[config.mk]
export PLATFORM = sky130hd
export DESIGN_NAME = loas_inner_join_multi
export DESIGN_NICKNAME = d
export VERILOG_FILES = /design/src/rtl/loas_inner_join_multi.sv
export SDC_FILE = /design/constraint.sdc
export NUM_CORES = 1
export LEC_CHECK = 0
export CAP_MARGIN = 20
export CORE_ASPECT_RATIO = 1.5
export CORE_MARGIN = 2
export CORE_UTILIZATION = 40
export DETAILED_ROUTE_END_ITERATION = 7
export HOLD_SLACK_MARGIN = 0.15
export PLACE_DENSITY = 0.66
export SYNTH_ARGS = -nofsm -noshare
export SYNTH_HDL_FRONTEND = slang
export SYNTH_SLANG_ARGS = --single-unit
[constraint.sdc]
create_clock -name clk -period 4.8 [get_ports clk]
set_input_delay 1.2 -clock clk [delete_from_list [all_inputs] [get_ports clk]]
set_output_delay 1.2 -clock clk [all_outputs]
set_load 0.02 [all_outputs]
[src/rtl/loas_inner_join_multi.sv]
// LoAS inner-join stage: scores one spike pattern against PARALLEL_FACTOR weight lanes
// and streams every hit lane (or only the lowest one) as a record, lowest lane first.
module loas_inner_join_multi #(
    parameter int T_WINDOW        = 16,
    parameter int PARALLEL_FACTOR = 8,
    parameter int NEURON_ID_W     = 4,
    parameter int COL_ID_W        = 6,
    parameter int SCORE_W         = $clog2(T_WINDOW + 1),
    parameter int CNT_W           = 16
) (
    input  logic                                  clk,
    input  logic                                  rst,
    input  logic                                  in_valid,
    output logic                                  in_ready,
    input  logic [NEURON_ID_W-1:0]                in_neuron,
    input  logic [COL_ID_W-1:0]                   in_col_base,
    input  logic [T_WINDOW-1:0]                   in_spike,
    input  logic [PARALLEL_FACTOR*T_WINDOW-1:0]   in_weights,
    input  logic [SCORE_W-1:0]                    in_threshold,
    input  logic                                  in_first_only,
    output logic                                  out_valid,
    input  logic                                  out_ready,
    output logic [NEURON_ID_W-1:0]                out_neuron,
    output logic [COL_ID_W-1:0]                   out_col,
    output logic [SCORE_W-1:0]                    out_score,
    output logic                                  out_last,
    output logic [CNT_W-1:0]                      stat_batches,
    output logic [CNT_W-1:0]                      stat_hits,
    output logic [CNT_W-1:0]                      stat_empty
);

    localparam int PF     = PARALLEL_FACTOR;
    localparam int LANE_W = (PF > 1) ? $clog2(PF) : 1;

    typedef enum logic [0:0] {
        S_IDLE = 1'b0,
        S_EMIT = 1'b1
    } state_t;

    function automatic logic [SCORE_W-1:0] popcount(input logic [T_WINDOW-1:0] v);
        logic [SCORE_W-1:0] sum;
        sum = {SCORE_W{1'b0}};
        for (int i = 0; i < T_WINDOW; i++) begin
            sum = sum + SCORE_W'(v[i]);
        end
        return sum;
    endfunction

    function automatic logic [LANE_W-1:0] lowest_lane(input logic [PF-1:0] m);
        logic [LANE_W-1:0] idx;
        idx = {LANE_W{1'b0}};
        for (int i = PF - 1; i >= 0; i--) begin
            if (m[i]) begin
                idx = LANE_W'(i);
            end
        end
        return idx;
    endfunction

    function automatic logic is_onehot(input logic [PF-1:0] m);
        return (m != {PF{1'b0}}) && ((m & (m - PF'(1'b1))) == {PF{1'b0}});
    endfunction

    function automatic logic [CNT_W-1:0] sat_inc(input logic [CNT_W-1:0] c, input logic en);
        logic [CNT_W-1:0] r;
        if (en && (c != {CNT_W{1'b1}})) begin
            r = c + CNT_W'(1'b1);
        end else begin
            r = c;
        end
        return r;
    endfunction

    state_t                          r_state;
    state_t                          w_state_next;
    logic [PF-1:0]                   r_pend;
    logic [PF-1:0]                   w_pend_next;
    logic [PF-1:0][SCORE_W-1:0]      r_score;
    logic [PF-1:0][SCORE_W-1:0]      w_score_next;
    logic [PF-1:0][SCORE_W-1:0]      w_score;
    logic [PF-1:0]                   w_hit;
    logic [PF-1:0]                   w_first;
    logic [PF-1:0]                   w_cur_bit;
    logic [NEURON_ID_W-1:0]          r_neuron;
    logic [NEURON_ID_W-1:0]          w_neuron_next;
    logic [COL_ID_W-1:0]             r_col_base;
    logic [COL_ID_W-1:0]             w_col_base_next;
    logic [LANE_W-1:0]               w_lane_next;
    logic                            w_accept;
    logic                            w_pop;
    logic                            w_batch_inc;
    logic                            w_hit_inc;
    logic                            w_empty_inc;

    logic                            r_in_ready;
    logic                            r_out_valid;
    logic [NEURON_ID_W-1:0]          r_out_neuron;
    logic [COL_ID_W-1:0]             r_out_col;
    logic [SCORE_W-1:0]              r_out_score;
    logic                            r_out_last;
    logic [CNT_W-1:0]                r_stat_batches;
    logic [CNT_W-1:0]                r_stat_hits;
    logic [CNT_W-1:0]                r_stat_empty;

    // Per-lane match scores and hit mask for the batch on the input port.
    always_comb begin
        w_score = {PF{ {SCORE_W{1'b0}} }};
        w_hit   = {PF{1'b0}};
        for (int k = 0; k < PF; k++) begin
            w_score[k] = popcount(in_spike & in_weights[k*T_WINDOW +: T_WINDOW]);
            w_hit[k]   = (w_score[k] >= in_threshold);
        end
    end

    assign w_first   = w_hit & (~w_hit + PF'(1'b1));
    assign w_cur_bit = r_pend & (~r_pend + PF'(1'b1));
    assign w_accept  = in_valid && (r_state == S_IDLE);
    assign w_pop     = r_out_valid && out_ready;

    // Next-state, next pending mask and statistics strobes.
    always_comb begin
        w_state_next    = r_state;
        w_pend_next     = r_pend;
        w_score_next    = r_score;
        w_neuron_next   = r_neuron;
        w_col_base_next = r_col_base;
        w_batch_inc     = 1'b0;
        w_hit_inc       = 1'b0;
        w_empty_inc     = 1'b0;
        case (r_state)
            S_IDLE: begin
                if (w_accept) begin
                    w_batch_inc     = 1'b1;
                    w_score_next    = w_score;
                    w_neuron_next   = in_neuron;
                    w_col_base_next = in_col_base;
                    w_pend_next     = in_first_only ? w_first : w_hit;
                    if (w_pend_next == {PF{1'b0}}) begin
                        w_empty_inc  = 1'b1;
                        w_state_next = S_IDLE;
                    end else begin
                        w_state_next = S_EMIT;
                    end
                end else begin
                    w_state_next = S_IDLE;
                end
            end
            S_EMIT: begin
                if (w_pop) begin
                    w_hit_inc    = 1'b1;
                    w_pend_next  = r_pend & ~w_cur_bit;
                    w_state_next = r_out_last ? S_IDLE : S_EMIT;
                end else begin
                    w_state_next = S_EMIT;
                end
            end
            default: begin
                w_state_next = S_IDLE;
                w_pend_next  = {PF{1'b0}};
            end
        endcase
    end

    assign w_lane_next = lowest_lane(w_pend_next);

    // State register.
    always_ff @(posedge clk or posedge rst) begin
        if (rst) begin
            r_state <= S_IDLE;
        end else begin
            r_state <= w_state_next;
        end
    end

    // Batch context, pending mask and the registered output record.
    always_ff @(posedge clk or posedge rst) begin
        if (rst) begin
            r_pend       <= {PF{1'b0}};
            r_score      <= {PF{ {SCORE_W{1'b0}} }};
            r_neuron     <= {NEURON_ID_W{1'b0}};
            r_col_base   <= {COL_ID_W{1'b0}};
            r_in_ready   <= 1'b1;
            r_out_valid  <= 1'b0;
            r_out_neuron <= {NEURON_ID_W{1'b0}};
            r_out_col    <= {COL_ID_W{1'b0}};
            r_out_score  <= {SCORE_W{1'b0}};
            r_out_last   <= 1'b0;
        end else begin
            r_pend       <= w_pend_next;
            r_score      <= w_score_next;
            r_neuron     <= w_neuron_next;
            r_col_base   <= w_col_base_next;
            r_in_ready   <= (w_state_next == S_IDLE);
            r_out_valid  <= (w_state_next == S_EMIT);
            r_out_neuron <= w_neuron_next;
            r_out_col    <= w_col_base_next + COL_ID_W'(w_lane_next);
            r_out_score  <= w_score_next[w_lane_next];
            r_out_last   <= is_onehot(w_pend_next);
        end
    end

    // Saturating statistics counters.
    always_ff @(posedge clk or posedge rst) begin
        if (rst) begin
            r_stat_batches <= {CNT_W{1'b0}};
            r_stat_hits    <= {CNT_W{1'b0}};
            r_stat_empty   <= {CNT_W{1'b0}};
        end else begin
            r_stat_batches <= sat_inc(r_stat_batches, w_batch_inc);
            r_stat_hits    <= sat_inc(r_stat_hits, w_hit_inc);
            r_stat_empty   <= sat_inc(r_stat_empty, w_empty_inc);
        end
    end

    assign in_ready     = r_in_ready;
    assign out_valid    = r_out_valid;
    assign out_neuron   = r_out_neuron;
    assign out_col      = r_out_col;
    assign out_score    = r_out_score;
    assign out_last     = r_out_last;
    assign stat_batches = r_stat_batches;
    assign stat_hits    = r_stat_hits;
    assign stat_empty   = r_stat_empty;

endmodule

==> impl_results.rst, run 1 <==
.. list-table::
   :header-rows: 1

   * - Metric
     - Value
   * - Status
     - finished with violations
   * - Violated checks
     - negative setup slack
   * - TritonCTS clock tree
     - done
   * - Max-capacitance violation count
     - 0
   * - Number of clock buffers inserted by TritonCTS
     - 17
   * - Gr ovfl total
     - 0
   * - Vias in the first global route
     - ~9500
   * - Share of synthesized area occupied by flip-flops and latches
     - 30.4%
   * - Clock Pin Slew Worst Setup and Hold Paths
     - 60 ps
   * - Static power due to leakage
     - 7.53 nW
   * - RSZ-0062 raised after global routing
     - true
   * - Number of nets still failing antenna checks after routing
     - 0
   * - Number of I/O pins
     - 230
   * - First-pass GRT wire length
     - 46600 um
   * - Number of optimization iterations in the first detailed-route pass
     - 4
   * - Critical path's slowest cell
     - sky130_fd_sc_hd__fa_2
   * - Max Clock Freq
     - 0.144 GHz
   * - Peak ir drop on the vdd network
     - 351 uV
   * - Fraction of the core area covered by cells at the end of the flow
     - 63.1%
   * - Die Outline Area
     - 26000 um2
   * - Maximum number of pins on one net before global-route repair
     - 57
   * - Crit Path Category
     - in2reg
   * - Via density
     - slightly below 5
   * - Synthesized netlist cell count
     - 1026
   * - Number of slew-limit violations in the final report
     - 0
   * - Number of buffers on the longest clock path
     - 2
   * - Number of endpoints failing setup at the final stage
     - 38
   * - Maximum fanout count along the critical path
     - 5
   * - Final std cell area, no fill
     - 15400 um2
   * - Layout filler cell count
     - 2150
   * - Final worst-path cycle share
     - 144%
   * - Startpoint of the worst-slack reg-to-reg timing path
     - r_pend[0]$_DFF_PP0_
   * - Iteration-0 DRC count of the detailed router
     - 289
   * - Fin nets
     - 1763
   * - Cell type with the highest occurrence count on the critical path
     - sky130_fd_sc_hd__fa_2
   * - Placeable core region
     - between 20000 and 25000 um2
   * - Count of flip-flops with a built-in enable after synthesis
     - 0
   * - Maximum clock skew at final layout
     - 10.0 ps
   * - Critical Path Source
     - in_spike[9]
   * - HPWL after DPL
     - 23400 um
   * - Number of remaining DRC errors
     - 0
   * - Synth Cell Area
     - 9880 um2
   * - Delay of the slowest critical-path stage
     - 590 ps
   * - Yosys warning count
     - 0
   * - All-layer global routing usage
     - 22.7%
   * - Cells along the critical path
     - clkbuf_4, buf_4, nand2_1, fa_1, fa_2, fa_2, inv_2, fa_2, ha_4, fa_2, ha_4, nor3b_2, o21ai_1, a21oi_2, nand4b_4, or4_4, a31o_4, o21ai_4, buf_6, and3_4, mux2i_1, a22oi_1, mux2_2
   * - CP arrival
     - slightly above 7000 ps
   * - Dpl cell area
     - 13600 um2
   * - Share of final-layout standard cells stronger than drive strength 1
     - 29.1%
   * - Average detailed-routed wire length per instance
     - 16.5 um
   * - Measured slew at the worst slew-check pin
     - 698 ps
   * - Kind of end point of the critical path
     - flop
   * - Register area
     - between 3000 and 4000 um2
   * - Routability Congestion
     - 0.887
   * - Type of the most critical hold path
     - reg2reg
   * - Count of vias placed by the detailed router
     - 8706
   * - Multi-input gate area in the final layout
     - about 7100 um2
   * - #FFs+latches synth
     - 120
   * - Number of nets in the synthesized netlist
     - 1357
   * - Critical Path Start Type
     - primary input
   * - Headroom to the max-slew limit
     - 53.5%
   * - Required time at the endpoint of the critical path
     - a little over 5000 ps
   * - Site row count
     - 70
   * - Clock net sink count
     - 120
   * - Effective utilization at floorplan
     - around two fifths
   * - Ys async rst share
     - 100%
   * - Die outline width
     - 132 um
   * - Power density of the placed cells
     - 575 nW/um2
   * - Final Critical Period
     - 6930 ps
   * - Antenna violations before repair
     - 0
   * - Fin. Hold Viols
     - 0
   * - Family of cells with the greatest summed delay on the critical path
     - adder cells
   * - Count of distinct cell types in the synthesized netlist
     - between 70 and 80
   * - Top FF cell, synth
     - sky130_fd_sc_hd__dfrtp_1
   * - Worst min-delay path startpoint
     - out_neuron[0]$_DFFE_PP0P_
   * - Hold_buf cts
     - 0
   * - Antenna diode count
     - 0
   * - Die height
     - 197 um
   * - Layout Area Growth over Synthesis
     - 55.5%
   * - Synthesized area per cell
     - just under 10 um2
   * - Deepest level of the CTS H-tree
     - 4
   * - Insertion delay to the later sink of the worst-skew pair
     - 420 ps
   * - Root buffer selected by CTS
     - sky130_fd_sc_hd__clkbuf_16
   * - Post-route setup slack
     - -2130 ps
   * - Number of port buffers
     - roughly 230
   * - Post-detailed-routing wire length
     - 29100 um
   * - Critical path buffers and inverters
     - 4
==> routing by layer <==
| metal | share of wire (%) | global-route usage (%) | vias to the layer above |
|---|---|---|---|
| met1 | 36 | 22.7 | 4180 |
| met2 | 55 | 44.1 | 266 |
| met4 | 4.3 | 11.5 | 0 |
| met3 | 4.7 | 4.30 | 63 |
| met5 | 0 | 0 | - |
| li1 | - | - | 4197 |
==> cells in the mapped netlist, types with 4 or more instances <==
cell	instances	area [um2]
sky130_fd_sc_hd__a32oi_1	4	35.0
sky130_fd_sc_hd__a21o_1	14	105
sky130_fd_sc_hd__nand2b_1	12	75.1
sky130_fd_sc_hd__xor2_1	16	140
sky130_fd_sc_hd__clkbuf_1	15	56.3
sky130_fd_sc_hd__o21ai_0	13	65.1
sky130_fd_sc_hd__fa_1	80	1600
sky130_fd_sc_hd__or2_0	4	25.0
sky130_fd_sc_hd__o21ai_1	9	45.0
sky130_fd_sc_hd__nand3_1	15	75.1
sky130_fd_sc_hd__o211ai_1	6	45.0
sky130_fd_sc_hd__dfrtp_1	119	2980
sky130_fd_sc_hd__and3_1	9	56.3
sky130_fd_sc_hd__nor2b_1	13	81.3
sky130_fd_sc_hd__nor3_1	7	35.0
sky130_fd_sc_hd__xnor2_1	50	438
sky130_fd_sc_hd__ha_1	87	1090
sky130_fd_sc_hd__nand2_1	193	724
sky130_fd_sc_hd__inv_1	96	360
sky130_fd_sc_hd__mux2i_1	10	100
sky130_fd_sc_hd__mux2_2	10	113
sky130_fd_sc_hd__a21oi_1	43	215
sky130_fd_sc_hd__nor2_1	24	90.1
sky130_fd_sc_hd__nand4_1	14	87.6
sky130_fd_sc_hd__and4_1	4	35.0
sky130_fd_sc_hd__a31oi_1	4	25.0
sky130_fd_sc_hd__and2_1	85	532
==> power breakdown <==
group | switching [mW] | internal (mW) | total [mW]
clock | 0.493 | 0.886 | 1.38
combinational | 2.86 | 3.07 | 5.93
sequential | 0.194 | 1.33 | 1.53
==> per-stage QoR <==
stage / power (mW) / TNS [ps] / setup WS (ps) / std cells / hold WS, ps
6_report: 8.84 / -64220 / -2130 / 1769 / 477
5_1_grt: 9.49 / -69320 / -2250 / 1769 / 500
4_1_cts: 8.58 / -65090 / -2150 / 1765 / 469
3_5_place_dp: 6.30 / -125100 / -3300 / 1684 / 463
3_3_place_gp: 6.15 / -120430 / -3210 / 1684 / 458
2_1_floorplan: 4.37 / -65860 / -2390 / 1026 / 433
==> worst paths after layout <==
path                       slack (ps)  depth (start not counted)                           to
setup reg to reg                 1300                         14       out_score[1]$_DFF_PP0_
max in group asynchronous        2740                          3        r_score[28]$_DFF_PP0_
setup / recovery                -2130                         23       out_score[2]$_DFF_PP0_
hold / removal                    480                          2    out_neuron[0]$_DFFE_PP0P_
hold reg to reg                   480                          2    out_neuron[0]$_DFFE_PP0P_
min in group asynchronous        1250                          2  stat_batches[9]$_DFFE_PP0P_
==> what timing repair did <==
item | CTS | global route
endpoints found under the setup margin | 61 | 44
pin swaps | 159 | 122
resized for setup | 230 | 115
gates cloned | 2 | 0
setup buffers | 51 | 25
==> cells by family (layout without fill, tap and decap cells) <==
logic type | count (synthesis) | count (layout) | share of synthesized area (%)
AOI/OAI and AO/OA | 128 | 128 | 8.95
xor gates and xnor gates | 66 | 66 | 5.85
muxes | 23 | 23 | 2.49
DFF | 120 | 120 | 30.4
adders and majority gates | 168 | 168 | 27.3
and+or+nand+nor | 399 | 400 | 20.1
buffers and inverters | 122 | 540 | 4.90
==> flip-flops by register name (all words and copies together) (netlist names), 5 cells and up <==
name and flops:
r_score 40, stat_batches 16, stat_empty 16, stat_hits 16, r_pend 8, out_col 6, r_col_base 6, out_score 5
==> placed cells by master (no fill, tap or decap), types with 14 or more instances in the layout <==
master                            instances
sky130_fd_sc_hd__nand2_1                179
sky130_fd_sc_hd__clkdlybuf4s50_1        161
sky130_fd_sc_hd__buf_4                  140
sky130_fd_sc_hd__dfrtp_1                119
sky130_fd_sc_hd__inv_1                   80
sky130_fd_sc_hd__ha_1                    72
sky130_fd_sc_hd__fa_1                    65
sky130_fd_sc_hd__and2_1                  46
sky130_fd_sc_hd__xnor2_1                 43
sky130_fd_sc_hd__and2_4                  39
sky130_fd_sc_hd__dlygate4sd2_1           39
sky130_fd_sc_hd__buf_6                   39
sky130_fd_sc_hd__a21oi_1                 32
sky130_fd_sc_hd__nor2_1                  18
sky130_fd_sc_hd__clkbuf_16               17
sky130_fd_sc_hd__inv_2                   16
sky130_fd_sc_hd__fa_2                    15
sky130_fd_sc_hd__a21o_1                  14
sky130_fd_sc_hd__nand4_1                 14
==> worst reg2reg max path, stage by stage, from the launching register on <==
cell and delay (ps):
sky130_fd_sc_hd__dfrtp_1 430, sky130_fd_sc_hd__or4_1 570, sky130_fd_sc_hd__or4_4 480, sky130_fd_sc_hd__o311ai_4 280, sky130_fd_sc_hd__a21boi_2 220, sky130_fd_sc_hd__a31o_4 150
sky130_fd_sc_hd__buf_6 130, sky130_fd_sc_hd__inv_4 40, sky130_fd_sc_hd__o21ai_2 180, sky130_fd_sc_hd__nand2_2 80, sky130_fd_sc_hd__buf_4 150, sky130_fd_sc_hd__buf_12 140
sky130_fd_sc_hd__buf_4 150, sky130_fd_sc_hd__or2_0 190, sky130_fd_sc_hd__a32oi_1 220
==> area by class of cell <==
type / instances / share of cell area, %
Inverter: 100 / 2.50
Clock inverter: 14 / 1.29
Timing Repair Buffer: 408 / 24.7
Sequential cell: 120 / 19.5
Multi-Input combinational cell: 785 / 46.5
Tap cell: 324 / 2.64
Clock buffer: 18 / 2.86
Note: power is estimated with default switching activity, not from simulation.
==> run 2, diff against run 1 <==
--- a/config.mk
+++ b/config.mk
@@ -6,12 +6,10 @@
 export NUM_CORES = 1
 export LEC_CHECK = 0
 export CAP_MARGIN = 20
-export CORE_ASPECT_RATIO = 1.5
+export CORE_ASPECT_RATIO = 1.1
 export CORE_MARGIN = 2
-export CORE_UTILIZATION = 40
+export CORE_UTILIZATION = 30
 export DETAILED_ROUTE_END_ITERATION = 7
-export HOLD_SLACK_MARGIN = 0.15
-export PLACE_DENSITY = 0.66
 export SYNTH_ARGS = -nofsm -noshare
 export SYNTH_HDL_FRONTEND = slang
 export SYNTH_SLANG_ARGS = --single-unit
==> run 2 against run 1 <==
Net effect:
- final cell count increased by 6.4%
- largest cell class unchanged
- highest routed layer unchanged
- combinational power increased by 5.1%
- sequential power about the same
- global-route usage decreased by 5.3 points
- the flow still finishes with violations (negative setup slack)
- final area increased by 2.7%
- via count decreased by 0.15%
- wire length increased by 4.6%
==> impl_results.rst, run 2 (synthesis results as in run 1) <==
.. list-table::
   :header-rows: 1

   * - Metric
     - Value
   * - RSZ-0062 raised after global routing
     - true
   * - Dpl cell area
     - 13700 um2 (+0.68%)
   * - Number of I/O pins
     - 230 (unchanged)
   * - Number of remaining DRC errors
     - 0 (unchanged)
   * - Post-route setup slack
     - -2180 ps (-49.7 ps)
   * - Measured slew at the worst slew-check pin
     - 843 ps (+145 ps)
   * - Status
     - finished with violations
   * - Fin nets
     - 1775 (+0.68%)
   * - Global Route met1 Usage
     - 20.5% (-2.3 points)
   * - Maximum fanout count along the critical path
     - 4 (-1)
   * - Headroom to the max-slew limit
     - 43.8% (-9.6 points)
   * - Number of nets still failing antenna checks after routing
     - 0 (unchanged)
   * - Count of vias placed by the detailed router
     - 8693 (-0.15%)
   * - Critical path depth in cells
     - 28 (+22%)
   * - Average detailed-routed wire length per instance
     - 16.2 um (-1.7%)
   * - CP arrival
     - 7280 ps (+40 ps)
   * - Root buffer selected by CTS
     - sky130_fd_sc_hd__clkbuf_16
   * - Leading cell type in the layout, fill and taps excluded
     - sky130_fd_sc_hd__nand2_1
   * - Max-capacitance violation count
     - 0 (unchanged)
   * - Layout filler cell count
     - 2976 (+38%)
   * - Met2 track utilization from global routing
     - 31.6% (-12 points)
   * - Total negative slack for setup checks
     - -66240 ps (-2030 ps)
   * - Number of clock buffers inserted by TritonCTS
     - 17 (unchanged)
   * - Hold_buf cts
     - 0 (unchanged)
   * - Critical Path Start Type
     - primary input
   * - All-layer global routing usage
     - 17.4% (-5.3 points)
   * - R2R cell count
     - 14 (unchanged)
   * - Final std cell area, no fill
     - 15800 um2 (+2.7%)
   * - Number of buffers on the longest clock path
     - 2 (unchanged)
   * - Die Outline Area
     - 34400 um2 (+32%)
   * - Gr ovfl total
     - 0 (unchanged)
   * - Largest register by flop count
     - r_score
   * - Clock net sink count
     - 120 (unchanged)
   * - TritonCTS clock tree
     - done
   * - Cell type with the highest occurrence count on the critical path
     - sky130_fd_sc_hd__fa_1
   * - Layer carrying the most global-route usage
     - met2
   * - Placeable core region
     - 32400 um2 (+33%)
   * - Hold path depth
     - 2 (unchanged)
   * - Maximum clock skew at final layout
     - 9.26 ps (-0.770 ps)
   * - Number of endpoints failing setup at the final stage
     - 38 (unchanged)
   * - Antenna violations before repair
     - 0 (unchanged)
   * - Clock Pin Slew Worst Setup and Hold Paths
     - 60 ps (about the same)
   * - Final worst-path cycle share
     - 145% (+1.0 points)
   * - Number of port buffers
     - 229 (unchanged)
   * - Maximum number of pins on one net before global-route repair
     - 65 (+14%)
   * - GRT met3 Usage
     - 3.79% (-0.50 points)
   * - Share of final-layout standard cells stronger than drive strength 1
     - 31.7% (+2.6 points)
   * - Effective utilization at floorplan
     - 30.5% (-10 points)
   * - Static power due to leakage
     - 7.73 nW (+2.7%)
   * - Number of slew-limit violations in the final report
     - 0 (unchanged)
   * - Routability Congestion
     - 0.852 (-4.0%)
   * - Type of the most critical hold path
     - reg2reg
   * - Worst Setup Slack post-DPL
     - -3230 ps (+72.8 ps)
   * - Final Critical Period
     - 6980 ps (+49.7 ps)
   * - Critical path buffers and inverters
     - 7 (+3)
   * - Required time at the endpoint of the critical path
     - 5100 ps (about the same)
   * - Via density
     - 4.62 (-6.2%)
   * - Deepest level of the CTS H-tree
     - 4 (unchanged)
   * - Peak ir drop on the vdd network
     - 322 uV (-8.2%)
   * - Crit Path Category
     - in2reg
   * - Vias in the first global route
     - 9007 (-4.9%)
   * - Iteration-0 DRC count of the detailed router
     - 248 (-14%)
   * - Kind of end point of the critical path
     - flop
   * - Critical path's slowest cell
     - sky130_fd_sc_hd__or4_4
   * - HPWL after DPL
     - 24100 um (+2.9%)
   * - Post-detailed-routing wire length
     - 30500 um (+4.6%)
   * - Highest-count cells in the layout ignoring fill and taps
     - sky130_fd_sc_hd__nand2_1 (174), sky130_fd_sc_hd__clkdlybuf4s50_1 (164), sky130_fd_sc_hd__buf_4 (138), sky130_fd_sc_hd__dfrtp_1 (119), sky130_fd_sc_hd__inv_1 (73)
   * - Max Clock Freq
     - 0.143 GHz (-0.71%)
   * - Die height
     - 194 um (-1.1%)
   * - Power density of the placed cells
     - 573 nW/um2 (-0.42%)
   * - Family of cells with the greatest summed delay on the critical path
     - adder cells
   * - First-pass GRT wire length
     - 47100 um (+1.1%)
   * - Fin. Hold Viols
     - 0 (unchanged)
   * - Layout Area Growth over Synthesis
     - 59.6%
   * - Max FFs per register
     - 40 (unchanged)
   * - Number of optimization iterations in the first detailed-route pass
     - 4 (unchanged)
   * - Violated checks
     - negative setup slack
   * - Antenna diode count
     - 0 (unchanged)
   * - Insertion delay to the later sink of the worst-skew pair
     - 420 ps (about the same)
   * - Delay of the slowest critical-path stage
     - 570 ps (-20 ps)
   * - Site row count
     - 69 (-1.4%)
   * - Die outline width
     - 177 um (+34%)
-- run 2: cell type report --
class                           instances  area (um2)  area share, %
Timing Repair Buffer                  421        3970           25.2
Multi-Input combinational cell        784        7290           46.2
Inverter                              100         388           2.46
Tap cell                              426         533           3.38
Clock buffer                           17         425           2.70
Clock inverter                         15         166           1.05
Sequential cell                       120        3000           19.0
-- run 2: where the power goes --
| part | switching [mW] | total [mW] | internal, mW |
|---|---|---|---|
| Combinational | 2.98 | 6.23 | 3.25 |
| Sequential | 0.189 | 1.52 | 1.33 |
| Clock | 0.505 | 1.28 | 0.775 |
| Total | 3.67 | 9.03 | 5.36 |
-- run 2: path summary, 6_finish.rpt --
path                                                 from                        end  slack (ps)
worst max-delay path                         in_spike[13]       out_col[3]$_DFF_PP0_       -2180
worst min-delay path            out_neuron[0]$_DFFE_PP0P_  out_neuron[0]$_DFFE_PP0P_         470
worst max register to register        r_pend[0]$_DFF_PP0_       out_col[3]$_DFF_PP0_        1300
worst min register to register  out_neuron[0]$_DFFE_PP0P_  out_neuron[0]$_DFFE_PP0P_         470
max in group asynchronous                             rst        r_pend[6]$_DFF_PP0_        2650
min in group asynchronous                             rst  stat_hits[13]$_DFFE_PP0P_        1320
-- run 2: stage by stage --
step / hold WS (ps) / power (mW) / cells / utilization, %
after floorplan: 433 / 4.37 / 1026 / -
after global placement: 458 / 6.19 / 1783 / 42.3
after detailed placement: 462 / 6.29 / 1783 / 42.3
after CTS: 476 / 8.37 / 1860 / 46.8
after global routing: 493 / 9.73 / 1883 / 48.7
final: 472 / 9.03 / 1883 / 48.7
-- run 2: metal layers --
metal / vias to the layer above / wire length, um
met5: - / 0
met4: 0 / 682
met3: 40 / 1760
met2: 283 / 15700
met1: 4141 / 12400
li1: 4229 / -
-- run 2: repair_timing --
item	in CTS	in global routing
setup buffers	47	34
setup endpoints to repair	59	45
gates resized for setup	216	158
pin swaps	139	107
-- run 2: worst register-to-register path, cell delays in order (launching register included) --
cell and delay, ps:
sky130_fd_sc_hd__dfrtp_1 420, sky130_fd_sc_hd__or4_1 550, sky130_fd_sc_hd__or4_4 490, sky130_fd_sc_hd__o311ai_4 300, sky130_fd_sc_hd__a21boi_2 230, sky130_fd_sc_hd__a31o_4 140
sky130_fd_sc_hd__o21ai_4 70, sky130_fd_sc_hd__o211a_1 270, sky130_fd_sc_hd__buf_6 130, sky130_fd_sc_hd__ha_4 170, sky130_fd_sc_hd__o221ai_2 120, sky130_fd_sc_hd__nand3_1 110
sky130_fd_sc_hd__a21oi_2 180, sky130_fd_sc_hd__buf_4 150, sky130_fd_sc_hd__xnor2_2 100
